$ cat config.mk
export PLATFORM = sky130hd
export DESIGN_NAME = mem_arbiter
export DESIGN_NICKNAME = d
export VERILOG_FILES = /design/src/rtl/mem_arbiter.sv
export SDC_FILE = /design/constraint.sdc
export NUM_CORES = 1
export LEC_CHECK = 0
export BUFFER_PORTS_ARGS = -buffer_cell sky130_fd_sc_hd__buf_2
export CORE_MARGIN = 3
export CORE_UTILIZATION = 54
export CTS_CLUSTER_SIZE = 8
export DETAILED_ROUTE_END_ITERATION = 8
export GPL_ROUTABILITY_DRIVEN = 0
export GPL_TIMING_DRIVEN = 0
export HOLD_SLACK_MARGIN = 0.08
export PLACE_DENSITY = 0.85
export SYNTH_ARGS = -nofsm -noshare
export SYNTH_HDL_FRONTEND = slang
export SYNTH_SLANG_ARGS = --single-unit
$ cat constraint.sdc
create_clock -name clk -period 5.3 [get_ports clk]
set_input_delay 0.265 -clock clk [delete_from_list [all_inputs] [get_ports clk]]
set_output_delay 0.265 -clock clk [all_outputs]
set_load 0.005 [all_outputs]
$ cat src/rtl/mem_arbiter.sv
// Two-port round-robin arbiter onto the shared memory_* decoder bus.
// Watchdog completes transactions that never see memory_ready.
//   state   | meaning
//   S_IDLE  | no transaction on the bus
//   S_ISSUE | memory_valid pulse, payload just loaded
//   S_WAIT  | waiting for memory_ready or watchdog expiry
module mem_arbiter #(
  parameter int unsigned TIMEOUT = 255
) (
  input  logic        clk,
  input  logic        rst,
  input  logic        imem_valid,
  input  logic [31:0] imem_addr,
  output logic [31:0] imem_rdata,
  output logic        imem_ready,
  input  logic        dmem_valid,
  input  logic [31:0] dmem_addr,
  input  logic [31:0] dmem_wdata,
  input  logic [3:0]  dmem_wstrb,
  output logic [31:0] dmem_rdata,
  output logic        dmem_ready,
  output logic        memory_valid,
  output logic        memory_instr,
  output logic [31:0] memory_addr,
  output logic [31:0] memory_wdata,
  output logic [3:0]  memory_wstrb,
  input  logic [31:0] memory_rdata,
  input  logic        memory_ready,
  output logic        bus_timeout
);

  localparam int unsigned CW = (TIMEOUT > 1) ? $clog2(TIMEOUT + 1) : 1;
  localparam logic [CW-1:0] TO_LOAD = CW'(TIMEOUT);

  typedef enum logic [1:0] {S_IDLE, S_ISSUE, S_WAIT} state_t;

  state_t      state;
  logic        pend_i, pend_d;
  logic [31:0] pl_i_addr, pl_d_addr, pl_d_wdata;
  logic [3:0]  pl_d_wstrb;
  logic        owner_i, last_i;
  logic [CW-1:0] cnt;

  logic        busy, own_i, own_d, fire, done;
  logic        acc_i, acc_d, eff_i, eff_d, win_i, launch;
  logic [31:0] nxt_i_addr, nxt_d_addr, nxt_d_wdata;
  logic [3:0]  nxt_d_wstrb;

  assign busy  = (state != S_IDLE);
  assign own_i = busy && owner_i;
  assign own_d = busy && !owner_i;
  assign fire  = (TIMEOUT != 0) && (state == S_WAIT) && (cnt == '0);
  assign done  = busy && (memory_ready || fire);

  assign imem_ready  = own_i && (memory_ready || fire);
  assign dmem_ready  = own_d && (memory_ready || fire);
  assign imem_rdata  = (own_i && memory_ready) ? memory_rdata : '0;
  assign dmem_rdata  = (own_d && memory_ready) ? memory_rdata : '0;
  assign bus_timeout = fire && !memory_ready;

  // A port completing this cycle may already hand in its next request.
  assign acc_i = imem_valid && ((!pend_i && !own_i) || imem_ready);
  assign acc_d = dmem_valid && ((!pend_d && !own_d) || dmem_ready);
  assign eff_i = pend_i || acc_i;
  assign eff_d = pend_d || acc_d;
  assign win_i = eff_i && (!eff_d || !last_i);
  assign launch = (!busy || done) && (eff_i || eff_d);

  assign nxt_i_addr  = acc_i ? imem_addr  : pl_i_addr;
  assign nxt_d_addr  = acc_d ? dmem_addr  : pl_d_addr;
  assign nxt_d_wdata = acc_d ? dmem_wdata : pl_d_wdata;
  assign nxt_d_wstrb = acc_d ? dmem_wstrb : pl_d_wstrb;

  always_ff @(posedge clk) begin
    if (!rst) begin
      state        <= S_IDLE;
      pend_i       <= 1'b0;
      pend_d       <= 1'b0;
      pl_i_addr    <= '0;
      pl_d_addr    <= '0;
      pl_d_wdata   <= '0;
      pl_d_wstrb   <= '0;
      owner_i      <= 1'b0;
      last_i       <= 1'b1;
      cnt          <= '0;
      memory_valid <= 1'b0;
      memory_instr <= 1'b0;
      memory_addr  <= '0;
      memory_wdata <= '0;
      memory_wstrb <= '0;
    end else begin
      if (acc_i) begin
        pend_i    <= 1'b1;
        pl_i_addr <= imem_addr;
      end
      if (acc_d) begin
        pend_d     <= 1'b1;
        pl_d_addr  <= dmem_addr;
        pl_d_wdata <= dmem_wdata;
        pl_d_wstrb <= dmem_wstrb;
      end
      memory_valid <= launch;
      if (launch) begin
        if (win_i) pend_i <= 1'b0;
        else       pend_d <= 1'b0;
        state        <= S_ISSUE;
        owner_i      <= win_i;
        last_i       <= win_i;
        cnt          <= TO_LOAD;
        memory_instr <= win_i;
        memory_addr  <= win_i ? nxt_i_addr : nxt_d_addr;
        memory_wdata <= win_i ? 32'h0 : nxt_d_wdata;
        memory_wstrb <= win_i ? 4'h0 : nxt_d_wstrb;
      end else begin
        case (state)
          S_ISSUE: state <= done ? S_IDLE : S_WAIT;
          S_WAIT: begin
            if (done)           state <= S_IDLE;
            else if (cnt != '0) cnt   <= cnt - CW'(1);
          end
          default: state <= S_IDLE;
        endcase
      end
    end
  end

endmodule

==> results.yml <==
sta:
  finalSetupViolCount: 0
  tightestPinTransition_ns: 1.27
  setup_ws_ns: 2.07
  timing.slew.headroom_pct: 14.4
  skew_ns: 0.0111
  rsz0062_at_grt: "no"
  timing.final.crit_share_pct: 60.9
  min_period_ns: 3.23
  slew_violations: 0
  holdWs_ns: 0.0880
  timing.setup.tns_ns: 0
  timing.fmax_mhz: 310
  finalHoldViolations: 0
grt:
  grt_pass1_vias: 7472
  overflow: 0
  antenna_found_initial: 5
  grt_usage_pct: 30.4
  grt_pass1_wl_um: 39500
  grt_max_degree: 17
setup_path:
  cp_slowest_stage_delay_ns: 0.58
  critical_path_class: "reg -> reg"
  required_ns: 5.61
  crit_fanout: 10
  crit_chain: "or4_1 -> buf_2 -> o311ai_2 -> nand2_2 -> clkbuf_1 -> clkbuf_1 -> a21oi_1 -> nor2_1"
  arrival_ns: 3.54
  r2r_cells: 8
  crit_slowest_cell: "o311ai_2"
  start_kind: "register"
  cp_common_cell: "clkbuf_1"
  endpoint_kind: "register"
pwr:
  switchingPower_mw: 1.07
  p_per_area_nw_per_um2: 350
  p_clk_share_pct: 34.9
  comb_power_share_pct: 21.5
  p_leak_nw: 4.93
  p_sw_share_pct: 29.6
  vdd_drop_max_uv: 262
  p_int_mw: 2.53
  p_seq_share_pct: 43.6
clock_network:
  htree_num_levels: 4
  cts_tree: "built"
  clk_path_buf_depth: 2
  clock_latency_ns: 0.44
  clk_pin_slew_worst_paths_ns: 0.07
  cts-root-buf: "clkbuf_16"
  cts_buffers: 17
  cts_sinks: 183
  postCtsSetupBuffers: 0
floorplanning:
  ios: 274
  die_w_um: 128
  core_sq_um: 14200
  row_count: 43
  die-area_sq_um: 16400
  die_y_um: 128
  start_util_pct: 56.7
synthesis:
  ys.flop_type: "dfxtp_1"
  synth_async_sr_flop_share_pct: 0
  ys_seq_area_share_pct: 45.5
  yosys_warnings: 0
  synth_edf_count: 0
  netlist_instances: 880
  synth_cell_types: 53
  syn_area_sq_um: 8050
  syn_nets: 1019
  synth_area_per_cell_sq_um: 9.15
  synth_seq_cells: 183
place:
  dp_hpwl_um: 18400
  place_ws_ns: 2.14
  io_buffers: 273
  numPlacedInstances: 1333
flow_run:
  maxCapViolCount: 0
detailed_routing:
  vias: 8156
  drt-initial-drc-count: 878
  antenna_left: 0
  first_pass_iters: 5
  wl_per_cell_um: 18.6
  drc_errors: 0
  wirelength_um: 25600
  avgViaCountPerCell: 5.94
outcome:
  status: "complete, no violations"
min_path:
  hp-class: "in -> reg"
  worstHoldPathCells: 3
layout:
  layout-drive-gt1-share_pct: 30.4
  stdcell_count: 1372
  nets: 1315
  area.growth.synth_to_final_pct: 27.7
## per-layer routing
layer	vias up	track usage [%]	wire, um
li1	3822	-	-
met5	-	0	33
met1	3881	39.2	10400
met4	6	10.4	525
met2	395	48.4	12000
met3	52	9.50	2530
## kinds of logic after synthesis
| kind of cell | Yosys count | share of synthesized area (%) |
|---|---|---|
| multiplexers | 36 | 4.48 |
| buffers and inverters | 162 | 8.28 |
| AND/OR/NAND/NOR | 263 | 17.2 |
| adder cells (fa/ha/maj) | 2 | 0.311 |
| flip-flops | 183 | 45.5 |
| AO/OA/AOI/OAI | 227 | 23.5 |
| XOR/XNOR | 7 | 0.762 |
## synth_stat cells (2+ instances only)
cell,n,area share (%)
a2111oi_0,15,1.6
a2111oi_2,15,2.8
a21o_1,3,0.28
a21oi_1,67,4.2
a221oi_1,32,3.5
and2_1,3,0.23
and3_1,129,10
buf_1,3,0.14
buf_2,22,1.4
buf_4,2,0.19
buf_6,3,0.42
clkbuf_1,56,2.6
dfxtp_1,183,46
ha_1,2,0.31
inv_1,75,3.5
mux2i_1,36,4.5
nand2_1,2,0.093
nand3_1,3,0.19
nor2_1,111,5.2
nor3_1,2,0.12
nor4_1,2,0.16
o21a_1,9,0.84
o21ai_0,2,0.12
o311ai_4,2,0.65
o32ai_1,66,7.2
o32ai_2,2,0.40
xnor2_1,7,0.76
## state kept, by name (all words and copies together) (netlist names), 2 cells and up
register and cells:
pl_d_addr 32, pl_d_wdata 32, memory_wdata 32, pl_i_addr 32, state 2, memory_addr 32
cnt 8, memory_wstrb 4, pl_d_wstrb 4
## layout make-up
class	instances	area, sq um
Sequential cell	183	3660
Fill cell	1108	3930
Buffer	87	385
Antenna cell	3	7.51
Inverter	75	282
Clock buffer	24	502
Multi-Input combinational cell	535	3720
Clock inverter	8	87.6
Timing Repair Buffer	277	1410
Tap cell	180	225
## through the flow
stage	instance area (sq um)	power [mW]	utilization (%)
5_1_grt	10300	3.75	72.3
6_report	10300	3.60	72.4
4_1_cts	10300	3.60	72.3
2_1_floorplan	8050	2.07	-
3_3_place_gp	9640	2.33	67.9
3_5_place_dp	9640	2.36	67.9
## critical path: cells and delay by family, from the launching register on
kind | cells | cell delay (ns)
flip-flops | 1 | 0.35
AND/OR/NAND/NOR | 3 | 0.89
AO/OA/AOI/OAI | 2 | 0.82
buffers and inverters | 3 | 1.04
## power groups by stage
stage,registers (mW),clock network [mW],logic [mW]
after floorplan,1.59,0,0.476
after global placement,1.59,0,0.739
after detailed placement,1.60,0,0.757
after CTS,1.57,1.26,0.764
after global routing,1.58,1.32,0.845
final,1.57,1.26,0.773
## worst paths after layout
path | start | end | slack (ns)
max | cnt[2] | pl_d_addr[29] | 2.07
min | dmem_wdata[22] | pl_d_wdata[22] | 0.09
max reg2reg | cnt[2] | pl_d_addr[29] | 2.07
min reg2reg | memory_addr[11] | memory_addr[11] | 0.45
## cells in the final DEF (no fill, tap or decap), types with 4 or more instances in the layout
master,synthesis,layout
a221oi_1,32,32
clkbuf_16,0,17
mux2i_1,36,36
dlygate4sd3_1,0,4
a2111oi_0,15,15
a2111oi_2,15,15
buf_2,22,295
o32ai_1,66,66
clkbuf_8,0,5
nor2_1,111,111
and3_1,129,129
a21oi_1,67,67
xnor2_1,7,7
dfxtp_1,183,183
inv_1,75,75
o21a_1,9,9
clkbuf_1,56,58
## timing repair
action / 4_1_cts / 5_1_grt
hold endpoints to repair: 4 / 0
hold buffers: 4 / 0
gates resized for setup: 0 / 0
Power figures use the tool's default switching activity.
